File: config.mk
export PLATFORM = sky130hd
export DESIGN_NAME = tt_fll_ctrl
export DESIGN_NICKNAME = d
export VERILOG_FILES = /design/src/rtl/tt_fll_ctrl.sv
export SDC_FILE = /design/constraint.sdc
export NUM_CORES = 1
export LEC_CHECK = 0
export ABC_AREA = 1
export CORE_MARGIN = 5
export CORE_UTILIZATION = 55
export DETAILED_ROUTE_END_ITERATION = 10
export DONT_BUFFER_PORTS = 1
export GPL_ROUTABILITY_DRIVEN = 0
export PLACE_DENSITY_LB_ADDON = 0.12
export SLEW_MARGIN = 40
export SYNTH_ARGS = -nofsm -noshare
export SYNTH_HDL_FRONTEND = slang
export SYNTH_SLANG_ARGS = --single-unit
File: constraint.sdc
create_clock -name i_clk -period 7 [get_ports i_clk]
set_clock_uncertainty 0.2 [all_clocks]
set_input_delay 1.4 -clock i_clk [delete_from_list [all_inputs] [get_ports i_clk]]
set_output_delay 1.4 -clock i_clk [all_outputs]
set_load 0.02 [all_outputs]
File: src/rtl/tt_fll_ctrl.sv
// Frequency-locked-loop controller for a ring-oscillator DCO.
// The block counts DCO ticks over a fixed window of i_clk cycles and compares
// the count with a programmable target. A saturating PI update runs on the
// error and drives a signed control word, where 0 selects the DCO mid-range.
module tt_fll_ctrl #(
    parameter int WINDOW_LOG2 = 10,
    parameter int KP_SHIFT    = 2,
    parameter int KI_SHIFT    = 6,
    parameter int INT_W       = 24,
    parameter int LOCK_TOL    = 2,
    parameter int LOCK_COUNT  = 4
) (
    input  logic        i_clk,
    input  logic        i_rst,
    input  logic        i_enable,
    input  logic        i_dco_tick,
    input  logic [15:0] i_target,
    output logic        o_dco_enable,
    output logic [15:0] o_control,
    output logic        o_valid,
    output logic [16:0] o_error,
    output logic        o_locked
);

    localparam int LC_W = $clog2(LOCK_COUNT + 1);
    localparam logic [WINDOW_LOG2-1:0] WIN_LAST  = '1;
    localparam logic [LC_W-1:0]        LOCK_FULL = LC_W'(LOCK_COUNT);
    localparam logic signed [16:0]     TOL_POS   = 17'(LOCK_TOL);
    localparam logic signed [16:0]     TOL_NEG   = -TOL_POS;
    localparam logic signed [INT_W:0]  INT_MAX_X = {2'b00, {(INT_W-1){1'b1}}};
    localparam logic signed [INT_W:0]  INT_MIN_X = {2'b11, {(INT_W-1){1'b0}}};
    localparam logic signed [INT_W+1:0] CTL_MAX_X = {{(INT_W-13){1'b0}}, 15'h7FFF};
    localparam logic signed [INT_W+1:0] CTL_MIN_X = {{(INT_W-13){1'b1}}, 15'h0000};

    typedef enum logic [1:0] {
        ST_IDLE   = 2'd0,
        ST_COUNT  = 2'd1,
        ST_UPDATE = 2'd2
    } state_t;

    // Clamp a one-bit-wider sum into the signed integrator range.
    function automatic logic [INT_W-1:0] sat_integ(input logic signed [INT_W:0] v);
        logic [INT_W-1:0] r;
        if (v > INT_MAX_X) begin
            r = INT_MAX_X[INT_W-1:0];
        end else if (v < INT_MIN_X) begin
            r = INT_MIN_X[INT_W-1:0];
        end else begin
            r = v[INT_W-1:0];
        end
        return r;
    endfunction

    // Clamp the PI sum into the signed 16-bit control range.
    function automatic logic [15:0] sat_ctrl(input logic signed [INT_W+1:0] v);
        logic [15:0] r;
        if (v > CTL_MAX_X) begin
            r = CTL_MAX_X[15:0];
        end else if (v < CTL_MIN_X) begin
            r = CTL_MIN_X[15:0];
        end else begin
            r = v[15:0];
        end
        return r;
    endfunction

    state_t                   state_r, state_s;
    logic [WINDOW_LOG2-1:0]   win_cnt_r, win_cnt_s;
    logic [15:0]              tick_cnt_r, tick_cnt_s;
    logic signed [INT_W-1:0]  integ_r, integ_s;
    logic [LC_W-1:0]          lock_cnt_r, lock_cnt_s;
    logic                     dco_en_s, valid_s, locked_s;
    logic [15:0]              control_s;
    logic [16:0]              error_s;

    // PI datapath, only consumed in the UPDATE cycle.
    logic signed [16:0]       err_s;
    logic signed [INT_W:0]    integ_sum_s;
    logic                     hold_s;
    logic signed [INT_W-1:0]  integ_next_s;
    logic signed [INT_W-1:0]  integ_shr_s;
    logic signed [INT_W+1:0]  err_kp_s;
    logic signed [INT_W+1:0]  pi_sum_s;
    logic [15:0]              ctrl_sat_s;
    logic                     in_tol_s;
    logic [LC_W-1:0]          lock_next_s;

    assign err_s        = $signed({1'b0, i_target}) - $signed({1'b0, tick_cnt_r});
    assign integ_sum_s  = {integ_r[INT_W-1], integ_r} + {{(INT_W-16){err_s[16]}}, err_s};
    // Anti-windup: stop integrating further into a rail the output already sits on.
    assign hold_s       = ((o_control == 16'h7FFF) && (err_s > 17'sd0)) ||
                          ((o_control == 16'h8000) && (err_s < 17'sd0));
    assign integ_next_s = hold_s ? integ_r : sat_integ(integ_sum_s);
    assign integ_shr_s  = integ_next_s >>> KI_SHIFT;
    assign err_kp_s     = {{(INT_W-15){err_s[16]}}, err_s} <<< KP_SHIFT;
    assign pi_sum_s     = err_kp_s + {{2{integ_shr_s[INT_W-1]}}, integ_shr_s};
    assign ctrl_sat_s   = sat_ctrl(pi_sum_s);
    assign in_tol_s     = (err_s <= TOL_POS) && (err_s >= TOL_NEG);
    assign lock_next_s  = in_tol_s ? ((lock_cnt_r == LOCK_FULL) ? lock_cnt_r
                                                                : lock_cnt_r + LC_W'(1))
                                   : '0;

    // Next-state and next-output logic; dropping i_enable overrides every state.
    always_comb begin
        state_s    = state_r;
        win_cnt_s  = win_cnt_r;
        tick_cnt_s = tick_cnt_r;
        integ_s    = integ_r;
        lock_cnt_s = lock_cnt_r;
        dco_en_s   = 1'b0;
        control_s  = o_control;
        valid_s    = 1'b0;
        error_s    = o_error;
        locked_s   = o_locked;
        if (!i_enable) begin
            state_s    = ST_IDLE;
            win_cnt_s  = '0;
            tick_cnt_s = 16'h0000;
            integ_s    = '0;
            lock_cnt_s = '0;
            control_s  = 16'h0000;
            locked_s   = 1'b0;
        end else begin
            case (state_r)
                ST_IDLE: begin
                    state_s    = ST_COUNT;
                    win_cnt_s  = '0;
                    tick_cnt_s = 16'h0000;
                    dco_en_s   = 1'b1;
                end
                ST_COUNT: begin
                    dco_en_s = 1'b1;
                    if (i_dco_tick && (tick_cnt_r != 16'hFFFF)) begin
                        tick_cnt_s = tick_cnt_r + 16'd1;
                    end else begin
                        tick_cnt_s = tick_cnt_r;
                    end
                    if (win_cnt_r == WIN_LAST) begin
                        state_s   = ST_UPDATE;
                        win_cnt_s = '0;
                    end else begin
                        state_s   = ST_COUNT;
                        win_cnt_s = win_cnt_r + WINDOW_LOG2'(1);
                    end
                end
                ST_UPDATE: begin
                    state_s    = ST_COUNT;
                    dco_en_s   = 1'b1;
                    integ_s    = integ_next_s;
                    control_s  = ctrl_sat_s;
                    error_s    = err_s;
                    valid_s    = 1'b1;
                    lock_cnt_s = lock_next_s;
                    locked_s   = (lock_next_s == LOCK_FULL);
                    // A tick landing in the update cycle belongs to the next window.
                    tick_cnt_s = i_dco_tick ? 16'd1 : 16'd0;
                end
                default: begin
                    state_s    = ST_IDLE;
                    win_cnt_s  = '0;
                    tick_cnt_s = 16'h0000;
                    integ_s    = '0;
                    lock_cnt_s = '0;
                    control_s  = 16'h0000;
                    locked_s   = 1'b0;
                end
            endcase
        end
    end

    // State, loop and output registers with synchronous reset priority.
    always_ff @(posedge i_clk) begin
        if (i_rst) begin
            state_r      <= ST_IDLE;
            win_cnt_r    <= '0;
            tick_cnt_r   <= 16'h0000;
            integ_r      <= '0;
            lock_cnt_r   <= '0;
            o_dco_enable <= 1'b0;
            o_control    <= 16'h0000;
            o_valid      <= 1'b0;
            o_error      <= 17'h00000;
            o_locked     <= 1'b0;
        end else begin
            state_r      <= state_s;
            win_cnt_r    <= win_cnt_s;
            tick_cnt_r   <= tick_cnt_s;
            integ_r      <= integ_s;
            lock_cnt_r   <= lock_cnt_s;
            o_dco_enable <= dco_en_s;
            o_control    <= control_s;
            o_valid      <= valid_s;
            o_error      <= error_s;
            o_locked     <= locked_s;
        end
    end

endmodule

==> impl_metrics.tcl <==
set metrics [dict create \
    highest_layer "met4" \
    synthMuxAreaShare 0 \
    status "finished, final reports clean" \
    drtIter0Drc 708 \
    die-width_um 132 \
    hold_path_class "reg -> reg" \
    worstSetupEndpointType "register" \
    worst_pin_slew_ns 0.816 \
    cp-start-kind "primary input" \
    synthXorXnorAreaFrac 0.0302 \
    maxSlewViolCount 0 \
    synth_top_area_cell "dfxtp_1" \
    grt_max_degree 50 \
    numCtsBuffers 9 \
    antenna_found_initial 0 \
    met3_length_mm 1.77 \
    p_per_area_nw_per_um2 161 \
    comb_power_share 0.283 \
    fin_cells 1553 \
    cts_max_level 3 \
    p_switching_mw 0.505 \
    cpPeakStageDelay_ns 0.40 \
    p_leak_nw 4.20 \
    synthSimpleGateAreaFrac 0.394 \
    fin_setup_tns_ns 0 \
    clkPwrFrac 0.352 \
    hold_viol 0 \
    m1WireLength_mm 11.2 \
    cp_slowest_cell "fa_1" \
    fp-row-count 44 \
    dp.cells 1537 \
    fmaxAchievable_mhz 153 \
    first_pass_iters 5 \
    ir_drop_mv 0.143 \
    ys_warn_count 0 \
    cp_top_family "simple AND/OR/NAND/NOR gates" \
    drt-total-wl_mm 23.7 \
    syn-cell-area_um2 8130 \
    cts_root_buf "clkbuf_16" \
    grt_use_total 0.265 \
    yosys_register_bits 91 \
    period_share 0.932 \
    io_buffers 0 \
    vias 8532 \
    design.core.area_um2 14500 \
    sw_frac_of_total 0.355 \
    overflow 0 \
    synth_nets 1442 \
    start_util 0.559 \
    ys_seq_area_frac 0.224 \
    nFillCells 1479 \
    cp_max_fo 15 \
    synth_compound_area_frac 0.131 \
    maxCapViolCount 0 \
    grt_setup_unrepaired "false" \
    clock_path_buffers 2 \
    grt_pass1_vias 7679 \
    slew_headroom 0.455 \
    area_growth_syn_to_layout_pct 9.17 \
    internal_power_mw 0.919 \
    grt_pass1_wl_mm 38.6 \
    synth_top_family_by_area "simple AND/OR/NAND/NOR gates" \
    avgSynthCellArea_um2 6.01 \
    layout-drive-gt1-share 0.0877 \
    routedWlPerCell_um 15.3 \
    finalInstanceArea_um2 8870 \
    viasPerCell 5.49 \
    setup_viol 0 \
    dp_hpwl_mm 18.6 \
    drc 0 \
    critPathKind "in -> reg" \
    cpMostUsedCell "nand2_1" \
    insertion_delay_ns 0.36 \
    wl_met2_mm 10.2 \
    ioPinCount 56 \
    drtAntennaViolNets 0 \
    postCtsSetupRepairBufs 0 \
    synth.area.top_cells "dfxtp_1 22%, nand2_1 19%, ha_1 10%" \
    n_antenna_cell 0 \
    synth_fa_ha_area_frac 0.109 \
    synth_top_area_frac 0.224 \
    clk_pin_slew_ns 0.07 \
    cts_tree "yes" \
    required_ns 7.03 \
    ys_types 46 \
    die_h_um 132 \
    period_minus_slack_ns 6.52 \
    dieArea_um2 17300 \
    clock_sinks 91 \
    hold_ws_ns 0.282 \
    crit_buf_inv 7 \
    seq_power_share 0.365 \
    arrival_ns 6.55 \
    post_dp_cell_area_um2 8430 \
    syn_inst 1353 \
    nets 1453 \
]
logic make-up after synthesis:
logic type	count (synthesis)
fa+ha+maj	69
buf+inv	231
flops	91
simple gates	739
compound gates	195
xor+xnor	28
layer usage:
metal | GRT usage | vias up
met2 | 0.402 | 293
met4 | 0.0737 | 0
met3 | 0.0512 | 33
li1 | - | 4383
met1 | 0.384 | 3823
met5 | 0 | -
power by group through the flow:
| stage | Clock (mW) | Sequential (mW) | Combinational, mW |
|---|---|---|---|
| floorplan | 0 | 0.531 | 0.285 |
| global placement | 0 | 0.532 | 0.381 |
| detailed placement | 0 | 0.532 | 0.381 |
| CTS | 0.509 | 0.519 | 0.384 |
| global route | 0.538 | 0.519 | 0.451 |
| finish | 0.502 | 0.519 | 0.403 |
worst paths after layout:
path / start / endpoint / slack (ns) / cells past startpoint
hold / removal: integ_r[2]$_SDFFE_PP0P_ / integ_r[2]$_SDFFE_PP0P_ / 0.28 / 2
hold reg to reg: integ_r[2]$_SDFFE_PP0P_ / integ_r[2]$_SDFFE_PP0P_ / 0.28 / 2
setup reg to reg: tick_cnt_r[0]$_SDFFE_PP0P_ / o_control[8]$_SDFFE_PP0P_ / 1.05 / 42
setup / recovery: i_target[0] / o_control[8]$_SDFFE_PP0P_ / 0.48 / 43
stage by stage:
stage	power (mW)	worst slack, ns	utilization
after floorplan	0.817	0.472	-
after global placement	0.912	0.148	0.580
after detailed placement	0.913	0.0888	0.580
after CTS	1.41	0.427	0.600
after global routing	1.51	0.0158	0.611
final	1.42	0.478	0.611
state kept, by name (all words and copies together), names as in the netlist, 2 cells and up:
name and cells:
o_error 17, state_r 2, lock_cnt_r 3, integ_r 24, win_cnt_r 10, tick_cnt_r 16
o_control 16
placed cells by master, fill, tap and decap left out, types with 17 or more instances in the layout:
cell | netlist | final
nand2_1 | 404 | 401
o21ai_0 | 45 | 45
nand3_1 | 99 | 99
inv_1 | 196 | 195
nor3_1 | 17 | 17
nand2_2 | 19 | 22
buf_4 | 1 | 23
dfxtp_1 | 91 | 91
a21oi_1 | 109 | 108
xor2_1 | 18 | 18
nor2_1 | 128 | 123
ha_1 | 66 | 55
nand4_1 | 27 | 27
what timing repair did:
action	in CTS	in global routing
hold buffers	0	0
setup endpoints to repair	0	15
gates resized for setup	0	28
endpoints found under the hold margin	0	0
cell usage after synthesis (all sizes together):
master    n
o31ai     1
and2      4
buf      10
xor2     18
o21ai    49
or2       5
xnor2    10
a31oi     8
nand3   101
a22oi     1
nor4     10
dfxtp    91
nand4    27
a21boi    2
and3      1
nand2   424
o211ai    7
inv     207
o22ai     1
a21o      2
nor3b     3
a21oi   115
nand3b    6
a32o      1
clkbuf   14
a211oi    3
fa        3
nor2    139
o21a      1
nor3     19
ha       66
o21bai    4
area by class of cell:
class	count	area, um2	area share
multi-input cells	1031	5550	0.625
flip-flops and latches	91	1820	0.205
inverters	207	786	0.0885
clock buffers	11	253	0.0285
well taps	184	230	0.0259
repair buffers	24	193	0.0217
clock inverters	5	43.8	0.00493
worst min-delay path: stages, from the launching register on:
cell and delay [ns]:
dfxtp_1 0.32, nand2_1 0.08, a21oi_2 0.05
No activity file was read; power rests on OpenSTA's default activity.
